<file path="src/rtl/reg_timer.sv">
// Register-mapped prescaled timer with compare match, overflow status and a level IRQ.
// Bus reads complete one cycle after the strobe; writes are byte-enabled.
module reg_timer #(
  parameter int              XLEN     = 32,
  parameter logic [XLEN-1:0] ID_VALUE = 32'h544D_5231
) (
  input  logic              clk,
  input  logic              rstb,
  input  logic [15:0]       reg_addr,
  input  logic              reg_wr_en,
  input  logic [XLEN/8-1:0] reg_wr_be,
  input  logic [XLEN-1:0]   reg_wr_data,
  input  logic              reg_rd_en,
  output logic [XLEN-1:0]   reg_rd_data,
  output logic              reg_rd_ready,
  output logic              irq
);
  localparam int BW = XLEN / 8;

  logic [2:0]      ctrl;
  logic [15:0]     prescale;
  logic [XLEN-1:0] count;
  logic [XLEN-1:0] compare;
  logic [1:0]      status;
  logic [15:0]     pcnt;

  function automatic logic [XLEN-1:0] bmerge(input logic [XLEN-1:0] old,
                                             input logic [XLEN-1:0] data,
                                             input logic [BW-1:0]   be);
    logic [XLEN-1:0] r;
    r = old;
    for (int i = 0; i < BW; i++)
      if (be[i]) r[8*i +: 8] = data[8*i +: 8];
    return r;
  endfunction

  logic [13:0] widx;
  logic        unused_addr;
  assign widx        = reg_addr[15:2];
  assign unused_addr = ^reg_addr[1:0];

  logic wr_ctrl, wr_pre, wr_count, wr_cmp, wr_stat;
  assign wr_ctrl  = reg_wr_en && (widx == 14'd0);
  assign wr_pre   = reg_wr_en && (widx == 14'd1);
  assign wr_count = reg_wr_en && (widx == 14'd2);
  assign wr_cmp   = reg_wr_en && (widx == 14'd3);
  assign wr_stat  = reg_wr_en && (widx == 14'd4);

  logic [XLEN-1:0] ctrl_w, pre_w;
  assign ctrl_w = bmerge({{(XLEN-3){1'b0}}, ctrl}, reg_wr_data, reg_wr_be);
  assign pre_w  = bmerge({{(XLEN-16){1'b0}}, prescale}, reg_wr_data, reg_wr_be);

  // A COUNT write in a tick cycle swallows the tick and its status side effects.
  logic tick, tick_eff, hit, reload, wrap;
  assign tick     = ctrl[0] && (pcnt == prescale);
  assign tick_eff = tick && !wr_count;
  assign hit      = (count == compare);
  assign reload   = hit && ctrl[1];
  assign wrap     = (count == '1) && !reload;

  logic [1:0] st_set, st_clr;
  assign st_set = {tick_eff && wrap, tick_eff && hit};
  assign st_clr = (wr_stat && reg_wr_be[0]) ? reg_wr_data[1:0] : 2'b00;

  always_ff @(posedge clk or negedge rstb) begin
    if (!rstb) begin
      ctrl     <= '0;
      prescale <= '0;
      count    <= '0;
      compare  <= '1;
      status   <= '0;
      pcnt     <= '0;
    end else begin
      if (wr_ctrl) ctrl     <= ctrl_w[2:0];
      if (wr_pre)  prescale <= pre_w[15:0];
      if (wr_cmp)  compare  <= bmerge(compare, reg_wr_data, reg_wr_be);
      if (wr_count)      count <= bmerge(count, reg_wr_data, reg_wr_be);
      else if (tick)     count <= reload ? '0 : count + 1'b1;
      status <= (status & ~st_clr) | st_set;
      if (!ctrl[0] || wr_pre || tick) pcnt <= '0;
      else                            pcnt <= pcnt + 16'd1;
    end
  end

  logic [XLEN-1:0] rd_mux;
  always_comb begin
    rd_mux = '0;
    case (widx)
      14'd0: rd_mux = {{(XLEN-3){1'b0}}, ctrl};
      14'd1: rd_mux = {{(XLEN-16){1'b0}}, prescale};
      14'd2: rd_mux = count;
      14'd3: rd_mux = compare;
      14'd4: rd_mux = {{(XLEN-2){1'b0}}, status};
      14'd5: rd_mux = ID_VALUE;
      default: rd_mux = '0;
    endcase
  end

  // Read data samples pre-write state, so a same-cycle write is not visible.
  always_ff @(posedge clk or negedge rstb) begin
    if (!rstb) begin
      reg_rd_data  <= '0;
      reg_rd_ready <= 1'b0;
    end else begin
      reg_rd_ready <= reg_rd_en;
      if (reg_rd_en) reg_rd_data <= rd_mux;
    end
  end

  assign irq = ctrl[2] && (|status);
endmodule
</file>
<file path="config.mk">
export PLATFORM = sky130hd
export DESIGN_NAME = reg_timer
export DESIGN_NICKNAME = d
export VERILOG_FILES = /design/src/rtl/reg_timer.sv
export SDC_FILE = /design/constraint.sdc
export NUM_CORES = 1
export LEC_CHECK = 0
export ABC_CLOCK_PERIOD_IN_PS = 5600
export CAP_MARGIN = 20
export CORE_MARGIN = 5
export CORE_UTILIZATION = 45
export CTS_BUF_LIST = sky130_fd_sc_hd__clkbuf_16
export DETAILED_ROUTE_END_ITERATION = 10
export PLACE_DENSITY_LB_ADDON = 0.12
export SKIP_CTS_REPAIR_TIMING = 1
export SYNTH_ARGS = -nofsm -noshare
export SYNTH_HDL_FRONTEND = slang
export SYNTH_SLANG_ARGS = --single-unit
</file>
<file path="constraint.sdc">
create_clock -name clk -period 5.6 [get_ports clk]
set_input_delay 1.12 -clock clk [delete_from_list [all_inputs] [get_ports clk]]
set_output_delay 1.12 -clock clk [all_outputs]
set_load 0.005 [all_outputs]
</file>
==> results.txt, run 1 <==
Power per standard cell area - 247 mW/mm^2
Post-Syn Area - 0.00763 mm^2
Maxcap violations - 0
Die W - 140 um
# setup viols final - 0
Unrepaired setup endpoints after global routing - false
Vias - 6568
Fin crit period - 3.95 ns
Crit path max fanout - 17
Most common cell in the netlist - dfrtp_1
Most frequent CP cell - nand3_1
R2R depth - 6
Post-DP Area - 0.00869 mm^2
Critical Path Start - reg_addr[7]
Die area - 0.0197 mm^2
Worst Tran Pin Value - 1.10 ns
Gate family responsible for the most delay along the worst path - simple AND/OR/NAND/NOR gates
Max IR drop VDD - 0.000224 V
Seq/Total Area, Yosys - 44.5%
Area delta synth->final - 22.3%
Max Slew Vio Count - 0
Gr usage total - 23.7%
FMAX - 0.253 GHz
First-pass GRT wire length - 36800 um
Largest cells by area after synthesis - dfrtp_1 33%, dfstp_2 11%, mux2_2 8.9%, xnor2_1 5.7%, mux2i_1 3.1%
Distinct cells, synth - 58
Hpwl dp - 16700 um
Hold Crit Depth - 2
Crit start category - input port
Total number of yosys warnings - 0
Ant. Diodes - 0
Root Buffer - clkbuf_16
TritonCTS Buffers - 17
Vias/cell - 6.00
Crit-path cells - clkdlybuf4s50_1 -> nor4_1 -> nand3_1 -> nor2_1 -> and3_1 -> nand3_1 -> mux2_2
Detail Route Antenna Nets - 0
R2r startpoint - prescale[15]$_DFFE_PN0P_
Worst path slowest cell - nor4_1
Final Non-Filler Cells - 1094
Levels on crit path - 7
Num Clock Sinks - 134
Largest net degree at the start of global routing - 101
TritonCTS clock tree - yes
CTS clk-pin slew, worst paths - 0.06 ns
HP Start - reg_rd_data[24]$_DFFE_PN0P_
Slew headroom - 26.2%
Main synth FF type - dfrtp_1
Worst Path Arrival - 4.26 ns
Seq cells post-synth - 134
Design Area, Final - 0.00933 mm^2
FP Rows - 47
Dpl cells - 1062
Total negative slack - 0 ns
Final hold vios - 0
Share of cells above drive strength 1 - 16.2%
Final WL - 23200 um
Core Region - 0.0166 mm^2
Outcome - completed
Post-synth top area share - 33.4%
CP Capture Type - flop
Port Buffers - 87
DR iter-0 viols - 555
FFs w/ async S/R, synth - 100%
Grt total ovfl - 0
DRC Markers - 0
Longest Clk Path Bufs - 2
Place WS - 1.34 ns
Clk_lat worst skew - 0.42 ns
Initial antenna violation count - 0
Cell taking the most area after synthesis - dfrtp_1
Cells after Synth - 790
Mapped Nets - 848
Synth cell count leaders - 102 x dfrtp_1, 61 x nand2_1, 60 x mux2_2
Post-synth EDFFs - 0
Initial Utilization - 46.0%
Layout Nets - 919
Ports - 90
First-pass DRT Iterations - 5
Die Y - 140 um
Syn avg cell area - 9.66 um^2
Fillers - 1490
Crit path buf inv count - 1
Max incr delay on CP - 0.69 ns
Setup WS post-layout - 1.65 ns
Final period utilization - 70.6%
WP data required - 5.90 ns
Skew final - 0.00706 ns
Leakage - 0.00374 uW
DR WL/cell - 21.2 um
Max H-tree Level - 4
GPL Wtd Cong - 0.899
Vias in the first global route - 6707
Class of the worst hold path - reg2reg
WS Path Type - in2reg
## final timing paths
kind                                               end  slack (ns)
setup / recovery               prescale[8]$_DFFE_PN0P_        1.65
hold / removal             reg_rd_data[24]$_DFFE_PN0P_        0.52
setup reg to reg                 count[17]$_DFFE_PN0P_        2.70
hold reg to reg            reg_rd_data[24]$_DFFE_PN0P_        0.52
max in group asynchronous      compare[13]$_DFFE_PN1P_        3.76
min in group asynchronous  reg_rd_data[26]$_DFFE_PN0P_        0.81
## area by class of cell
class	instances	area, um^2	share of cell area, %
Clock inverter	15	210	2.25
Timing Repair Buffer	100	972	10.4
Inverter	40	150	1.61
Clock buffer	17	425	4.56
Multi-Input combinational cell	568	3900	41.8
Sequential cell	134	3390	36.4
Tap cell	220	275	2.95
## stage by stage
stage	total power (uW)	hold WS (ns)	utilization, %
floorplan	1030	0.492	-
global placement	1110	0.509	52.3
detailed placement	1110	0.522	52.4
CTS	2330	0.531	56.3
global route	2380	0.552	56.3
finish	2310	0.524	56.3
## sequential cells by signal, summed over array words and instances, names as in the netlist
| name | flops |
|---|---|
| compare | 32 |
| count | 32 |
| ctrl | 3 |
| pcnt | 16 |
| prescale | 16 |
| reg_rd_data | 32 |
| reg_rd_ready | 1 |
| status | 2 |
## logic make-up after synthesis
group / Yosys count / share of synthesized area (%)
AND/OR/NAND/NOR: 279 / 19.1
AO/OA/AOI/OAI: 140 / 12.5
flip-flops: 134 / 44.5
buffers and inverters: 88 / 4.38
multiplexers: 84 / 12.0
XOR/XNOR: 63 / 7.23
adder cells (fa/ha/maj): 2 / 0.328
## power breakdown
| part | leakage, uW | switching (uW) | internal [uW] | total, uW |
|---|---|---|---|---|
| clock | 0.000302 | 433 | 784 | 1220 |
| sequential | 0.00164 | 3.64 | 972 | 976 |
| combinational | 0.00180 | 64.2 | 51.1 | 115 |
## worst reg2reg max path, stage by stage, from the launching register on
cell and delay (ns):
dfrtp_1 0.41, xor2_1 0.18, or4_1 0.55, or3_4 0.45
nor3_2 0.49, nand2_1 0.34, o311ai_1 0.36
## cell usage in the layout, fill, tap and decap left out, drive strengths merged, types with 5 or more instances in the layout
cell type	n
nor3	15
a221oi	5
mux2	60
buf	15
o22ai	32
dfrtp	102
xor2	13
and3	21
or3	7
o311ai	5
nand2	61
a32oi	11
and4	6
a21oi	25
nand3	33
nor2	56
dfstp	32
mux2i	24
xnor2	50
nand4	37
nor4	11
bufinv	5
inv	42
o21ai	16
clkbuf	17
a22oi	12
and2	12
clkdlybuf4s50	85
o21a	6
## routing by layer
metal / track usage, % / share of wire (%) / vias up
met5: 0 / 0 / -
met4: 11.5 / 3.5 / 0
met3: 4.60 / 5.4 / 53
met2: 37.9 / 47 / 229
met1: 30.9 / 44 / 3257
li1: - / - / 3029
(Power assumes the default switching activity.)
==> run 2, diff against run 1 <==
--- a/config.mk
+++ b/config.mk
@@ -5,7 +5,7 @@
 export SDC_FILE = /design/constraint.sdc
 export NUM_CORES = 1
 export LEC_CHECK = 0
-export ABC_CLOCK_PERIOD_IN_PS = 5600
+export ABC_CLOCK_PERIOD_IN_PS = 3930
 export CAP_MARGIN = 20
 export CORE_MARGIN = 5
 export CORE_UTILIZATION = 45
==> constraint.sdc (replaced) <==
create_clock -name clk -period 3.93 [get_ports clk]
set_input_delay 0.786 -clock clk [delete_from_list [all_inputs] [get_ports clk]]
set_output_delay 0.786 -clock clk [all_outputs]
set_load 0.005 [all_outputs]
==> run 2 against run 1 <==
  * Setup slack worse by 1.0 ns
  * Worst hold slack worse by 0.11 ns
  * Core utilization is 0.42 points higher
  * Register-to-register slack worse by 1.8 ns
  * Sequential cell count stayed put
  * Critical path depth is 1 higher
  * Sequential power is 42% higher
  * Combinational power is 47% higher
  * Via count is 0.12% higher
  * Count of clock-buffer cells in the layout stayed put
  * Largest cell class unchanged
  * Wire length is 1.5% higher
==> results.txt, run 2 (synthesis results as in run 1) <==
Crit start category - input port
Largest net degree at the start of global routing - 79
GPL Wtd Cong - 0.919
Fin crit period - 3.32 ns
Final WL - 23500 um
First-pass GRT wire length - 37600 um
Biggest regs - compare: 32 flops, count: 32 flops, reg_rd_data: 32 flops
Place WS - 0.253 ns
Initial antenna violation count - 0
Sw frac - 24.1%
FMAX - 0.301 GHz
Setup WS post-layout - 0.606 ns
Max incr delay on CP - 0.64 ns
Unrepaired setup endpoints after global routing - false
Port Buffers - 87
Psw - 766 uW
Core Region - 0.0166 mm^2
Max Slew Vio Count - 0
Die Y - 140 um
DR WL/cell - 21.2 um
Max H-tree Level - 4
Ports - 90
Most common cell after layout, fill and taps aside - dfrtp_1
WP data required - 4.23 ns
Grt total ovfl - 0
CP Capture Type - flop
Levels on crit path - 8
Core Util, Final - 56.7%
Final hold vios - 0
Seq pwr share - 43.7%
Skew final - 0.00986 ns
Leakage - 0.00380 uW
Most frequent cells in the layout - 102 x dfrtp_1, 85 x clkdlybuf4s50_1, 61 x nand2_1
Ant. Diodes - 0
WS Path Type - in2reg
TritonCTS clock tree - yes
Final period utilization - 84.6%
Total negative slack - 0 ns
Initial Utilization - 46.0%
Slew headroom - 25.8%
Gate family responsible for the most delay along the worst path - simple AND/OR/NAND/NOR gates
R2R depth - 6
Post-DP Area - 0.00880 mm^2
Detail Route Antenna Nets - 0
Worst Tran Pin Value - 1.10 ns
Die W - 140 um
Outcome - completed
Vias - 6576
DRC Markers - 0
Worst Path Arrival - 3.62 ns
FP Rows - 47
Clk_lat worst skew - 0.42 ns
Vias in the first global route - 6725
Num Clock Sinks - 134
CTS clk-pin slew, worst paths - 0.06 ns
Gr usage total - 24.4%
First-pass DRT Iterations - 5
Root Buffer - clkbuf_16
Cell internal pwr - 2410 uW
Hpwl dp - 16800 um
Power share of the clock group - 50.9%
Design Area, Final - 0.00940 mm^2
DR iter-0 viols - 536
Combinational power share - 5.3%
Layout Nets - 933
Longest Clk Path Bufs - 2
Die area - 0.0197 mm^2
Area delta synth->final - 23.2%
Crit path buf inv count - 2
Vias/cell - 5.94
Crit path max fanout - 6
Power per standard cell area - 338 mW/mm^2
TritonCTS Buffers - 17
Maxcap violations - 0
Crit-path cells - clkdlybuf4s50_1 -> nor4bb_1 -> and4_1 -> buf_4 -> and2_1 -> a21oi_1 -> a32o_1 -> or3_1
Class of the worst hold path - in2async
# setup viols final - 0
Worst path slowest cell - nor4bb_1
Max IR drop VDD - 0.000269 V
Share of cells above drive strength 1 - 17.8%
## run 2: cell count changes in the layout (fill, tap and decap cells not counted)
cell / delta
buf_4: +14
clkinvlp_4: -1
clkinv_2: -2
bufinv_16: -3
clkinv_4: +3
inv_6: +3
buf_8: -1
inv_8: +2
buf_12: +1
clkinv_1: -2
## run 2: worst reg2reg max path: cells and delay by family (launching register included)
kind	cells	cell delay, ns
simple gates	4	2.01
flops	1	0.40
compound gates	1	0.33
xor+xnor	1	0.17
## run 2: power by group through the flow
stage                     Sequential [uW]  Clock, uW  Combinational (uW)
final                                1390       1620                 169
after global routing                 1390       1710                 184
after CTS                            1390       1640                 170
after detailed placement             1410          0                 170
after global placement               1410          0                 167
after floorplan                      1410          0                50.3
## run 2: worst paths after layout
check	from	endpoint	slack (ns)
worst min-delay path	rstb	reg_rd_data[31]$_DFFE_PN0P_	0.41
max in group asynchronous	rstb	compare[14]$_DFFE_PN1P_	2.70
worst max-delay path	reg_wr_en	count[19]$_DFFE_PN0P_	0.61
worst min register to register	reg_rd_data[13]$_DFFE_PN0P_	reg_rd_data[13]$_DFFE_PN0P_	0.53
worst max register to register	prescale[14]$_DFFE_PN0P_	count[31]$_DFFE_PN0P_	0.93
min in group clk	reg_rd_data[13]$_DFFE_PN0P_	reg_rd_data[13]$_DFFE_PN0P_	0.53
## run 2: area by class of cell
class / instances / area [um^2]
timing repair buffer: 114 / 1080
clock buffer: 17 / 425
fill: 1482 / 7180
clock inverter: 15 / 170
inverter: 40 / 150
tap: 220 / 275
multi-input combinational: 568 / 3900
sequential: 134 / 3390
## run 2: per-stage QoR
step | hold slack (ns) | instances | power, uW
floorplan | 0.490 | 790 | 1460
global placement | 0.509 | 1076 | 1580
detailed placement | 0.519 | 1076 | 1580
CTS | 0.430 | 1108 | 3200
global route | 0.458 | 1108 | 3290
finish | 0.409 | 1108 | 3180
## run 2: routing by layer
| layer | global-route usage (%) | up-vias | share of wire, % |
|---|---|---|---|
| met5 | 0 | - | 0 |
| met4 | 9.18 | 0 | 2.5 |
| met3 | 4.70 | 39 | 5.9 |
| met2 | 40.6 | 243 | 49 |
| met1 | 31.6 | 3237 | 42 |
| li1 | - | 3057 | - |
